`src/rtl/golay24_dec.sv`:
```
// Extended Golay {24,12,8} hard-decision decoder: syndrome error trapping over 23 cyclic
// shifts with x^16 / x^17 covering terms. Corrects up to 3 errors and detects 4.
`timescale 1ns/1ps
module golay24_dec #(
  parameter int pTAG_W = 1
) (
  input  logic              iclk,
  input  logic              ireset,
  input  logic              iclkena,
  input  logic              ival,
  input  logic [pTAG_W-1:0] itag,
  input  logic [23:0]       idat,
  output logic              ordy,
  output logic              oval,
  output logic [pTAG_W-1:0] otag,
  output logic [11:0]       odat,
  output logic [2:0]        onerr,
  output logic              odecfail
);

  localparam logic [11:0] GPOLY = 12'hC75;

  function automatic logic [10:0] mod_g(input logic [22:0] v);
    logic [22:0] r;
    r = v;
    for (int i = 22; i >= 11; i--) begin
      if (r[i]) r = r ^ (23'(GPOLY) << (i - 11));
    end
    return r[10:0];
  endfunction

  function automatic logic [4:0] wt23(input logic [22:0] v);
    logic [4:0] n;
    n = '0;
    for (int i = 0; i < 23; i++) n = n + 5'(v[i]);
    return n;
  endfunction

  localparam logic [10:0] S16 = mod_g(23'(1) << 16);
  localparam logic [10:0] S17 = mod_g(23'(1) << 17);

  typedef enum logic [1:0] {IDLE, LOAD, SEARCH, DONE} state_t;

  state_t              state_q;
  logic [4:0]          t_q;
  logic                found_q;
  logic [4:0]          nc_q;
  logic                oval_q;
  logic [pTAG_W-1:0]   otag_q;
  logic [11:0]         odat_q;
  logic [2:0]          onerr_q;
  logic                odecfail_q;

  logic [22:0]         c_q;
  logic [10:0]         s_q;
  logic                p_q;
  logic [11:0]         raw_q;
  logic                b23_q;
  logic [pTAG_W-1:0]   tag_q;

  logic                hit;
  logic [22:0]         e;
  logic [10:0]         s16x, s17x;
  logic [22:0]         c_fix;
  logic [22:0]         c_d;
  logic [10:0]         s_d;
  logic [4:0]          nc_d;
  logic [4:0]          sum_d;

  // One trapping step on the current rotation; only the first matching pattern is applied.
  always_comb begin
    s16x  = s_q ^ S16;
    s17x  = s_q ^ S17;
    hit   = 1'b0;
    e     = '0;
    if (!found_q) begin
      if (wt23({12'd0, s_q}) <= 5'd3) begin
        hit = 1'b1;
        e   = {12'd0, s_q};
      end else if (wt23({12'd0, s16x}) <= 5'd2) begin
        hit = 1'b1;
        e   = (23'd1 << 16) | {12'd0, s16x};
      end else if (wt23({12'd0, s17x}) <= 5'd2) begin
        hit = 1'b1;
        e   = (23'd1 << 17) | {12'd0, s17x};
      end
    end
    nc_d  = wt23(e);
    c_fix = c_q ^ e;
    c_d   = {c_fix[21:0], c_fix[22]};
    s_d   = hit ? 11'd0 : ({s_q[9:0], 1'b0} ^ (s_q[10] ? GPOLY[10:0] : 11'd0));
    // Residual parity of the corrected 24-bit word adds one error when it is odd.
    sum_d = nc_q + 5'(p_q ^ nc_q[0]);
  end

  always_ff @(posedge iclk or posedge ireset) begin
    if (ireset) begin
      state_q    <= IDLE;
      t_q        <= '0;
      found_q    <= 1'b0;
      nc_q       <= '0;
      oval_q     <= 1'b0;
      otag_q     <= '0;
      odat_q     <= '0;
      onerr_q    <= '0;
      odecfail_q <= 1'b0;
    end else if (iclkena) begin
      oval_q <= 1'b0;
      case (state_q)
        IDLE: begin
          if (ival) state_q <= LOAD;
        end
        LOAD: begin
          found_q <= 1'b0;
          nc_q    <= '0;
          t_q     <= '0;
          state_q <= SEARCH;
        end
        SEARCH: begin
          if (hit) begin
            found_q <= 1'b1;
            nc_q    <= nc_d;
          end
          if (t_q == 5'd22) state_q <= DONE;
          else              t_q     <= t_q + 5'd1;
        end
        DONE: begin
          oval_q <= 1'b1;
          otag_q <= tag_q;
          if (found_q && sum_d <= 5'd3) begin
            onerr_q    <= sum_d[2:0];
            odecfail_q <= 1'b0;
            odat_q     <= c_q[22:11];
          end else begin
            onerr_q    <= 3'd4;
            odecfail_q <= 1'b1;
            odat_q     <= raw_q;
          end
          state_q <= IDLE;
        end
        default: state_q <= IDLE;
      endcase
    end
  end

  // Datapath registers carry no reset; they are always reloaded before use.
  always_ff @(posedge iclk) begin
    if (iclkena) begin
      case (state_q)
        IDLE: begin
          if (ival) begin
            c_q   <= {idat[11:0], idat[22:12]};
            raw_q <= idat[11:0];
            b23_q <= idat[23];
            tag_q <= itag;
          end
        end
        LOAD: begin
          s_q <= mod_g(c_q);
          p_q <= ^{b23_q, c_q};
        end
        SEARCH: begin
          c_q <= c_d;
          s_q <= s_d;
        end
        default: ;
      endcase
    end
  end

  assign ordy     = (state_q == IDLE);
  assign oval     = oval_q;
  assign otag     = otag_q;
  assign odat     = odat_q;
  assign onerr    = onerr_q;
  assign odecfail = odecfail_q;

endmodule

```
`config.mk`:
```
export PLATFORM = sky130hd
export DESIGN_NAME = golay24_dec
export DESIGN_NICKNAME = d
export VERILOG_FILES = /design/src/rtl/golay24_dec.sv
export SDC_FILE = /design/constraint.sdc
export NUM_CORES = 1
export LEC_CHECK = 0
export CAP_MARGIN = 30
export CELL_PAD_IN_SITES_DETAIL_PLACEMENT = 0
export CELL_PAD_IN_SITES_GLOBAL_PLACEMENT = 1
export CORE_MARGIN = 2
export CORE_UTILIZATION = 25
export CTS_BUF_LIST = sky130_fd_sc_hd__clkbuf_4 sky130_fd_sc_hd__clkbuf_8
export DETAILED_ROUTE_END_ITERATION = 10
export GPL_TIMING_DRIVEN = 0
export PLACE_DENSITY = 0.54
export SKIP_CTS_REPAIR_TIMING = 1
export SYNTH_ARGS = -nofsm -noshare
export SYNTH_HDL_FRONTEND = slang
export SYNTH_SLANG_ARGS = --single-unit
```
`constraint.sdc`:
```
create_clock -name iclk -period 15.1 [get_ports iclk]
set_clock_uncertainty 0.05 [all_clocks]
set_input_delay 2.265 -clock iclk [delete_from_list [all_inputs] [get_ports iclk]]
set_output_delay 2.265 -clock iclk [all_outputs]
set_load 0.02 [all_outputs]
```
Yosys cells after proc, flatten, opt, wreduce, memory -nomap -nowiden. Index checks and enable logic that the tools add are counted.

Register bits: 80. Input bits: 29. Output and inout port bits: 19. Word-level logic and storage cells: 170.

$add $sub $neg: 53. $lt $le $gt $ge: 4. Equal/unequal tests: 8. Multiplexer cells: 60. Bitwise logic cells: 17. Reduce and logical (&&, ||, !) cells: 13.

Operators with widths (number): $add A5 B1 Y5 (40); $mux W18 (6); $not A6 Y6 (14); $mux W22 (3); $mux W21 (3); $mux W20 (3); $mux W19 (3); $mux W17 (3); $mux W12 (4); $mux W16 (3); $mux W23 (2); $pmux W23 S2 (1); $mux W15 (3); $mux W14 (3); $mux W13 (3); $mux W11 (3); $reduce_xor A24 Y1 (1); $xor A23 B23 Y23 (1); $pmux W11 S2 (1); $le A5 B2 Y1 const B (4); $pmux W5 S2 (2); $add A4 B1 Y5 (3); $reduce_and A3 Y1 (5); $add A3 B1 Y4 (3); other kinds (19) (38).

Longest topological paths before layout. Gate-level depths: netlist of the first run.

Word-level depth: 47. Depth in mapped cells: 28. Gate-level depth less buffers: 26.

Least setup slack after synthesis of the first run. No wires, ideal clock.

Path type: register to register. Start: reg s_q[0]. End: reg nc_q[2]. Setup time: 0.121 ns. Data arrival time: 7.499 ns. Data required time: 14.929 ns. Path slack: 7.430 ns. Cell stages (with the launch flop): 28. Path buffers: 2. Clock period less this slack: 7.670 ns. Cells stage by stage: edfxtp_1 ha_1 inv_1 fa_1 inv_1 fa_1 inv_1 fa_1 inv_1 ha_1 fa_1 nor2b_1 a31oi_1 o221ai_1 nand2_1 clkbuf_1 buf_2 nor2_1 fa_1 inv_1 fa_1 fa_1 fa_1 fa_1 fa_1 xor2_1 o2bb2ai_1 a22o_1.

Word-level cells in the longest chain between the ends: 39. Elaborated cells on any way between the ends: 66. Those cells by class: add/sub (51); order compare (3); eq/ne (1); mux (10); reduce/logical (1).

Ends and longest elaborated chain: start: declaration (line 55) `logic [10:0] s_q;`; start signal: assignment (line 159) `s_q <= mod_g(c_q);`; branches (longest 39 deep; another with $add A5 B1 Y5); end signal: assignment (line 122) `nc_q <= nc_d;`; end: declaration (line 47) `logic [4:0] nc_q;`.

Parallel ways; which one is timed is not known. The select of a mux whose other input is x is not followed. A chain may end at the register's enable or synchronous reset.

Worst setup path after layout of the first run.
Start: reg s_q[1]. End: reg nc_q[2].

Word-level cells in the longest chain between the ends: 39. Elaborated cells on any way between the ends: 67. Those cells by class: add/sub (51); order compare (3); eq/ne (1); mux (10); bitwise (1); reduce/logical (1).

Ends and longest elaborated chain: branches (longest 39 deep; another with $add A5 B1 Y5).

Parallel ways; which one is timed is not known. The select of a mux whose other input is x is not followed.

==> impl_metrics.xml, run 1 <==
<?xml version="1.0" encoding="UTF-8"?>
<metrics>
  <group name="run_status">
    <metric name="outcome" unit="">complete, no violations</metric>
  </group>
  <group name="clock_network">
    <metric name="cts_buffer_depth" unit="">2</metric>
    <metric name="clk_pin_slew_worst_paths" unit="ns">0.09</metric>
    <metric name="cts_tree" unit="">built</metric>
    <metric name="htree_num_levels" unit="">3</metric>
    <metric name="clk_latency" unit="ns">0.38</metric>
    <metric name="cts_root_buf" unit="">sky130_fd_sc_hd__clkbuf_8</metric>
    <metric name="numCtsBuffers" unit="">9</metric>
    <metric name="clock_sinks" unit="">79</metric>
  </group>
  <group name="route">
    <metric name="vias_per_cell" unit="">4.505</metric>
    <metric name="drcViolationCount" unit="">0</metric>
    <metric name="detail-route-antenna-nets" unit="">0</metric>
    <metric name="drt_pre_antenna_iters" unit="">4</metric>
    <metric name="detailedRoute.firstIterationViolations" unit="">163</metric>
    <metric name="route.vias.total" unit="">3748</metric>
    <metric name="detail_route.wirelength" unit="um">14160</metric>
    <metric name="avgRoutedWirePerCell" unit="um">17.02</metric>
  </group>
  <group name="timing">
    <metric name="worst-slew-pin-transition" unit="ns">0.8316</metric>
    <metric name="final_min_period_over_clock_period" unit="%">56.80</metric>
    <metric name="final-max-slew-violation-count" unit="">0</metric>
    <metric name="finalHoldViolCount" unit="">0</metric>
    <metric name="setup_viol" unit="">0</metric>
    <metric name="timing.fmax" unit="MHz">116.6</metric>
    <metric name="post-route-min-period" unit="ns">8.576</metric>
    <metric name="timing.setup.tns" unit="ns">0</metric>
    <metric name="grt_setup_unrepaired" unit="">false</metric>
    <metric name="slew_headroom" unit="%">44.26</metric>
  </group>
  <group name="placed_design">
    <metric name="io_buffer_count" unit="">47</metric>
    <metric name="dpl.cell_count" unit="">816</metric>
    <metric name="post-dp-hpwl" unit="um">11090</metric>
    <metric name="gpl.final_weighted_congestion" unit="">0.8649</metric>
  </group>
  <group name="hold_path">
    <metric name="holdPathStages" unit="">1</metric>
    <metric name="holdCritPathClass" unit="">reg2reg</metric>
  </group>
  <group name="synth">
    <metric name="ys_warn_count" unit="">0</metric>
    <metric name="synth_enable_flop_cells" unit="">49</metric>
    <metric name="synth_nets" unit="">569</metric>
    <metric name="syn-cell-area" unit="sq um">5418</metric>
    <metric name="post_synth_cell_types" unit="">47</metric>
    <metric name="netlist_instances" unit="">492</metric>
    <metric name="synth.yosys.seq_area_share" unit="%">41.02</metric>
    <metric name="synthDominantAreaCellType" unit="">sky130_fd_sc_hd__edfxtp_1</metric>
    <metric name="ys_dominant_reg_cell" unit="">sky130_fd_sc_hd__edfxtp_1</metric>
    <metric name="synth_seq_cells" unit="">79</metric>
    <metric name="synth-async-reset-ratio" unit="%">37.97</metric>
    <metric name="yosysTopAreaCellShare" unit="%">27.16</metric>
    <metric name="yosys-top-cells-area" unit="">sky130_fd_sc_hd__edfxtp_1, sky130_fd_sc_hd__dfrtp_1, sky130_fd_sc_hd__fa_1</metric>
    <metric name="mean_post_synth_cell_area" unit="sq um">11.01</metric>
  </group>
  <group name="worst_setup_path">
    <metric name="setup.worst_path.class" unit="">reg2reg</metric>
    <metric name="ff2ff_path_depth" unit="">27</metric>
    <metric name="crit_slowest_cell" unit="">sky130_fd_sc_hd__fa_1</metric>
    <metric name="worst-path-stages" unit="">27</metric>
    <metric name="r2r_slack" unit="ns">6.52</metric>
    <metric name="critical-path-max-stage-delay" unit="ns">0.52</metric>
    <metric name="timing.critical_path.max_delay_family" unit="">adder cells</metric>
    <metric name="path_buf_inv" unit="">7</metric>
    <metric name="cpMostUsedCell" unit="">sky130_fd_sc_hd__fa_1</metric>
    <metric name="worstPathMaxFanout" unit="">10</metric>
    <metric name="timing.critical_path.required" unit="ns">15.32</metric>
    <metric name="cp-start-kind" unit="">register</metric>
    <metric name="critPathCaptureType" unit="">register</metric>
    <metric name="cp.arrival" unit="ns">8.80</metric>
  </group>
  <group name="global_route">
    <metric name="first_global_vias" unit="">3982</metric>
    <metric name="gr-total-overflow" unit="">0</metric>
    <metric name="antenna_found_initial" unit="">0</metric>
    <metric name="wire_length_of_the_first_global_routing_pass" unit="um">22250</metric>
    <metric name="gr-usage-all-layers" unit="%">13.08</metric>
    <metric name="grt_max_degree" unit="">17</metric>
  </group>
  <group name="layout">
    <metric name="nets" unit="">629</metric>
    <metric name="fraction_of_layout_instances_using_a_drive_strength_above_1" unit="%">8.259</metric>
    <metric name="instances_no_fill" unit="">832</metric>
    <metric name="synthesis_to_finish_area_growth" unit="%">19.31</metric>
    <metric name="antenna_cells_inserted" unit="">0</metric>
  </group>
  <group name="floorplan">
    <metric name="die_width" unit="um">151.2</metric>
    <metric name="boundaryPins" unit="">48</metric>
    <metric name="std_cell_rows" unit="">53</metric>
    <metric name="initial_utilization" unit="%">25.61</metric>
    <metric name="die_outline_area" unit="sq um">22860</metric>
    <metric name="core_area" unit="sq um">21150</metric>
    <metric name="fp.dieH" unit="um">151.2</metric>
  </group>
  <group name="flow_run">
    <metric name="cap_viol_max_count" unit="">0</metric>
  </group>
</metrics>
final cells by class:
| cell class | instances | area [sq um] |
|---|---|---|
| fillers | 2138 | 14690 |
| clock buffers | 9 | 123.9 |
| repair buffers | 49 | 513.0 |
| flip-flops and latches | 79 | 2222 |
| inverters | 50 | 187.7 |
| well taps | 275 | 344.1 |
| clock inverters | 7 | 62.56 |
| multi-input cells | 344 | 2935 |
| plain buffers | 19 | 75.07 |
synth_stat cells, drive strengths merged (2+ instances only):
master / count
a31oi: 12
ha: 21
o2bb2ai: 4
buf: 4
nand2b: 2
xor2: 22
or4: 3
o31ai: 3
dfrtp: 30
a22o: 10
a21o: 2
inv: 49
o22ai: 2
nor3: 7
fa: 27
clkbuf: 15
nand4: 3
edfxtp: 49
o21a: 3
nand3: 15
mux2: 13
nor2b: 3
o21ai: 36
nand2: 28
and3: 3
nor2: 23
and2: 2
mux2i: 13
or3: 6
a21oi: 11
xnor2: 61
cells by family (layout without fill, tap and decap cells):
group | after synthesis | after routing | share of synthesized area, %
xor+xnor | 84 | 84 | 15.24
fa+ha+maj | 48 | 48 | 14.83
mux | 26 | 26 | 5.104
flops | 79 | 79 | 41.02
compound gates | 89 | 89 | 10.35
buf+inv | 69 | 134 | 4.850
simple gates | 97 | 97 | 8.614
per-layer routing:
| metal | global-route usage, % | vias to the layer above | share of wire [%] |
|---|---|---|---|
| li1 | - | 1810 | - |
| met1 | 17.99 | 1853 | 48 |
| met5 | 0 | - | 0 |
| met2 | 20.81 | 71 | 47 |
| met4 | 3.879 | 0 | 1.6 |
| met3 | 2.590 | 14 | 3.7 |
per-stage QoR:
stage / utilization (%) / instance area [sq um] / hold WS [ns] / worst slack (ns)
after CTS: 30.56 / 6464 / 0.4408 / 6.548
after global routing: 30.56 / 6464 / 0.4565 / 6.037
after floorplan: - / 5418 / 0.4055 / 7.430
after detailed placement: 29.67 / 6277 / 0.4174 / 6.550
final: 30.56 / 6464 / 0.4358 / 6.524
after global placement: 29.46 / 6232 / 0.4094 / 6.596
flip-flops by register name (all words and copies together), names as in the netlist:
signal,cells
raw_q,12
state_q,2
nc_q,4
t_q,5
odat,12
otag,1
odecfail,1
found_q,1
c_q,23
p_q,1
s_q,11
onerr,3
tag_q,1
oval,1
b23_q,1
final timing paths:
path                               to    from
max                           nc_q[2]  s_q[1]
min                              otag   tag_q
max reg2reg                   nc_q[2]  s_q[1]
min reg2reg                      otag   tag_q
max in group asynchronous     odat[8]  ireset
min in group asynchronous  state_q[0]  ireset
cells in the final DEF, fill, tap and decap left out, types with 4 or more instances in the layout:
master,n
sky130_fd_sc_hd__o2bb2ai_1,4
sky130_fd_sc_hd__or3_1,6
sky130_fd_sc_hd__clkbuf_8,9
sky130_fd_sc_hd__xnor2_2,4
sky130_fd_sc_hd__clkbuf_1,15
sky130_fd_sc_hd__nand2_1,28
sky130_fd_sc_hd__clkdlybuf4s50_1,47
sky130_fd_sc_hd__nor2_1,23
sky130_fd_sc_hd__nand3_1,15
sky130_fd_sc_hd__xnor2_1,55
sky130_fd_sc_hd__ha_1,21
sky130_fd_sc_hd__o21ai_0,33
sky130_fd_sc_hd__a22o_1,10
sky130_fd_sc_hd__mux2i_1,13
sky130_fd_sc_hd__dfrtp_1,30
sky130_fd_sc_hd__fa_1,27
sky130_fd_sc_hd__mux2_2,13
sky130_fd_sc_hd__inv_1,49
sky130_fd_sc_hd__xor2_1,21
sky130_fd_sc_hd__a31oi_1,12
sky130_fd_sc_hd__nor3_1,6
sky130_fd_sc_hd__a21oi_1,11
sky130_fd_sc_hd__edfxtp_1,49
Power of run 1 is left out: the tool's default activity adds up to more than one toggle a clock period on the data nets, which glitch-free logic cannot reach.
==> run 2, diff against run 1 <==
--- a/config.mk
+++ b/config.mk
@@ -13,7 +13,7 @@
 export CTS_BUF_LIST = sky130_fd_sc_hd__clkbuf_4 sky130_fd_sc_hd__clkbuf_8
 export DETAILED_ROUTE_END_ITERATION = 10
 export GPL_TIMING_DRIVEN = 0
-export PLACE_DENSITY = 0.54
+export PLACE_DENSITY = 0.56
 export SKIP_CTS_REPAIR_TIMING = 1
 export SYNTH_ARGS = -nofsm -noshare
 export SYNTH_HDL_FRONTEND = slang
==> constraint.sdc (replaced) <==
create_clock -name iclk -period 7 [get_ports iclk]
set_clock_uncertainty 0.05 [all_clocks]
set_input_delay 1.05 -clock iclk [delete_from_list [all_inputs] [get_ports iclk]]
set_output_delay 1.05 -clock iclk [all_outputs]
set_load 0.02 [all_outputs]
==> impl_metrics.xml, run 2 (synthesized netlist as in run 1, its figures left out) <==
<?xml version="1.0" encoding="UTF-8"?>
<metrics>
  <group name="timing">
    <metric name="grt_setup_unrepaired" unit="">true</metric>
    <metric name="slew_headroom" unit="%">44.60</metric>
    <metric name="final-max-slew-violation-count" unit="">0</metric>
    <metric name="postLayoutSetupSlackWorst" unit="ns">-0.4275</metric>
    <metric name="hold-worst-slack" unit="ns">0.4377</metric>
    <metric name="timing.fmax" unit="MHz">134.6</metric>
    <metric name="setup_viol" unit="">4</metric>
    <metric name="worst-slew-pin-transition" unit="ns">0.8272</metric>
    <metric name="post-route-min-period" unit="ns">7.427</metric>
    <metric name="final_min_period_over_clock_period" unit="%">106.1</metric>
    <metric name="finalHoldViolCount" unit="">0</metric>
  </group>
  <group name="worst_setup_path">
    <metric name="setup.worst_path.start" unit="">s_q[0]</metric>
    <metric name="r2r_slack" unit="ns">-0.43</metric>
    <metric name="worstReg2RegEnd" unit="">nc_q[2]</metric>
    <metric name="critical_r2r_launch" unit="">s_q[0]</metric>
    <metric name="cp-start-kind" unit="">register</metric>
    <metric name="cpMostUsedCell" unit="">sky130_fd_sc_hd__fa_1</metric>
    <metric name="worstPathMaxFanout" unit="">3</metric>
    <metric name="ff2ff_path_depth" unit="">24</metric>
    <metric name="critical-path-max-stage-delay" unit="ns">0.54</metric>
    <metric name="crit_slowest_cell" unit="">sky130_fd_sc_hd__fa_1</metric>
    <metric name="setup.worst_path.class" unit="">reg2reg</metric>
    <metric name="critical_path_cell_list" unit="">ha_1 -&gt; inv_2 -&gt; fa_1 -&gt; fa_1 -&gt; inv_1 -&gt; fa_1 -&gt; ha_2 -&gt; inv_2 -&gt; fa_2 -&gt; a211o_1 -&gt; a2111o_1 -&gt; o21ba_4 -&gt; nor3_2 -&gt; nor3_2 -&gt; fa_1 -&gt; inv_2 -&gt; fa_1 -&gt; fa_1 -&gt; fa_1 -&gt; fa_2 -&gt; fa_2 -&gt; xor2_1 -&gt; o2bb2ai_1 -&gt; a22o_1</metric>
    <metric name="timing.critical_path.required" unit="ns">7.21</metric>
    <metric name="cp.arrival" unit="ns">7.64</metric>
    <metric name="critPathCaptureType" unit="">register</metric>
  </group>
  <group name="run_status">
    <metric name="outcome" unit="">complete, but fails checks</metric>
    <metric name="failing_checks" unit="">negative setup slack</metric>
  </group>
  <group name="layout">
    <metric name="fin_area" unit="sq um">6815</metric>
    <metric name="top_register" unit="">c_q</metric>
    <metric name="fraction_of_layout_instances_using_a_drive_strength_above_1" unit="%">16.26</metric>
    <metric name="synthesis_to_finish_area_growth" unit="%">25.80</metric>
    <metric name="antenna_cells_inserted" unit="">0</metric>
    <metric name="layout.cells.most_common" unit="">sky130_fd_sc_hd__xnor2_1</metric>
    <metric name="nets" unit="">650</metric>
    <metric name="layout_common_cells" unit="">sky130_fd_sc_hd__xnor2_1, sky130_fd_sc_hd__edfxtp_1, sky130_fd_sc_hd__clkdlybuf4s50_1, sky130_fd_sc_hd__inv_1, sky130_fd_sc_hd__o21ai_0</metric>
    <metric name="utilization" unit="%">32.22</metric>
    <metric name="largest_reg_flops" unit="">23</metric>
  </group>
  <group name="global_route">
    <metric name="antenna_found_initial" unit="">0</metric>
    <metric name="first_global_vias" unit="">4015</metric>
    <metric name="wire_length_of_the_first_global_routing_pass" unit="um">22600</metric>
    <metric name="use_met1" unit="%">17.83</metric>
    <metric name="grt_most_used_layer" unit="">met2</metric>
    <metric name="met3_usage" unit="%">2.470</metric>
    <metric name="gr-usage-all-layers" unit="%">13.11</metric>
    <metric name="gr-total-overflow" unit="">0</metric>
    <metric name="met2_use_gr" unit="%">21.24</metric>
    <metric name="grt_max_degree" unit="">21</metric>
  </group>
  <group name="floorplan">
    <metric name="std_cell_rows" unit="">53</metric>
    <metric name="core_area" unit="sq um">21150</metric>
    <metric name="boundaryPins" unit="">48</metric>
    <metric name="fp.dieH" unit="um">151.2</metric>
    <metric name="initial_utilization" unit="%">25.61</metric>
    <metric name="die_outline_area" unit="sq um">22860</metric>
    <metric name="die_width" unit="um">151.2</metric>
  </group>
  <group name="clock_network">
    <metric name="cts_buffer_depth" unit="">2</metric>
    <metric name="cts_tree" unit="">built</metric>
    <metric name="clk_pin_slew_worst_paths" unit="ns">0.09</metric>
    <metric name="clk_latency" unit="ns">0.37</metric>
    <metric name="clock_sinks" unit="">79</metric>
    <metric name="numCtsBuffers" unit="">9</metric>
    <metric name="htree_num_levels" unit="">3</metric>
    <metric name="cts_root_buf" unit="">sky130_fd_sc_hd__clkbuf_8</metric>
  </group>
  <group name="placed_design">
    <metric name="detailed_place.area" unit="sq um">6386</metric>
    <metric name="gpl.final_weighted_congestion" unit="">0.8420</metric>
    <metric name="dpl_worst_slack" unit="ns">-0.5445</metric>
    <metric name="io_buffer_count" unit="">47</metric>
    <metric name="post-dp-hpwl" unit="um">11250</metric>
  </group>
  <group name="route">
    <metric name="detail-route-antenna-nets" unit="">0</metric>
    <metric name="drt_pre_antenna_iters" unit="">5</metric>
    <metric name="detail_route.wirelength" unit="um">14530</metric>
    <metric name="route.vias.total" unit="">3915</metric>
    <metric name="drcViolationCount" unit="">0</metric>
    <metric name="avgRoutedWirePerCell" unit="um">17.03</metric>
    <metric name="detailedRoute.firstIterationViolations" unit="">187</metric>
    <metric name="vias_per_cell" unit="">4.590</metric>
  </group>
  <group name="flow_run">
    <metric name="cap_viol_max_count" unit="">0</metric>
  </group>
  <group name="hold_path">
    <metric name="holdCritPathClass" unit="">reg2reg</metric>
    <metric name="min_delay_worst_endpoint" unit="">otag</metric>
    <metric name="holdPathStages" unit="">1</metric>
    <metric name="hold_path.startpoint" unit="">tag_q</metric>
  </group>
</metrics>
## run 2: cell types whose count changed in the layout (fill, tap and decap cells not counted), sizes merged
cell	delta
buf	+21
inv	-2
clkinv	+1
clkinvlp	+1
## run 2: layer usage
metal | wire length, um | part of all wire (%) | vias to the layer above
met5 | 0 | 0 | -
met4 | 265 | 1.8 | 0
li1 | - | - | 1858
met2 | 7037 | 48 | 94
met1 | 6620 | 46 | 1948
met3 | 603 | 4.2 | 15
## run 2: per-stage QoR
stage	std cells	TNS, ns
6_report	853	-1.084
2_1_floorplan	492	-0.08701
4_1_cts	832	-1.599
3_5_place_dp	816	-1.552
5_1_grt	853	-2.218
3_3_place_gp	814	-1.329
## run 2: worst max-delay path, delay by kind of cell, from the launching register on
family / cells / cell delay (ns)
and+or+nand+nor: 2 / 0.25
DFF: 1 / 0.42
adders and majority gates: 12 / 4.95
xor gates and xnor gates: 1 / 0.15
buffers and inverters: 4 / 0.22
AOI/OAI and AO/OA: 5 / 1.30
## run 2: area by class of cell
type / instances / area (sq um)
buffer: 18 / 86.33
clock buffer: 9 / 123.9
clock inverter: 7 / 57.56
fill: 2132 / 14340
inverter: 50 / 187.7
multi-input combinational: 344 / 3082
sequential: 79 / 2222
tap: 275 / 344.1
timing repair buffer: 71 / 711.9
## run 2: worst max path at each step
stage | to | slack (ns) | cells past startpoint
floorplan | nc_q[1] | -0.06 | 25
global placement | nc_q[2] | -0.49 | 26
detailed placement | nc_q[1] | -0.54 | 23
CTS | nc_q[1] | -0.55 | 23
global route | nc_q[1] | -0.71 | 24
finish | nc_q[2] | -0.43 | 24
Power of run 2 is left out for the same reason.
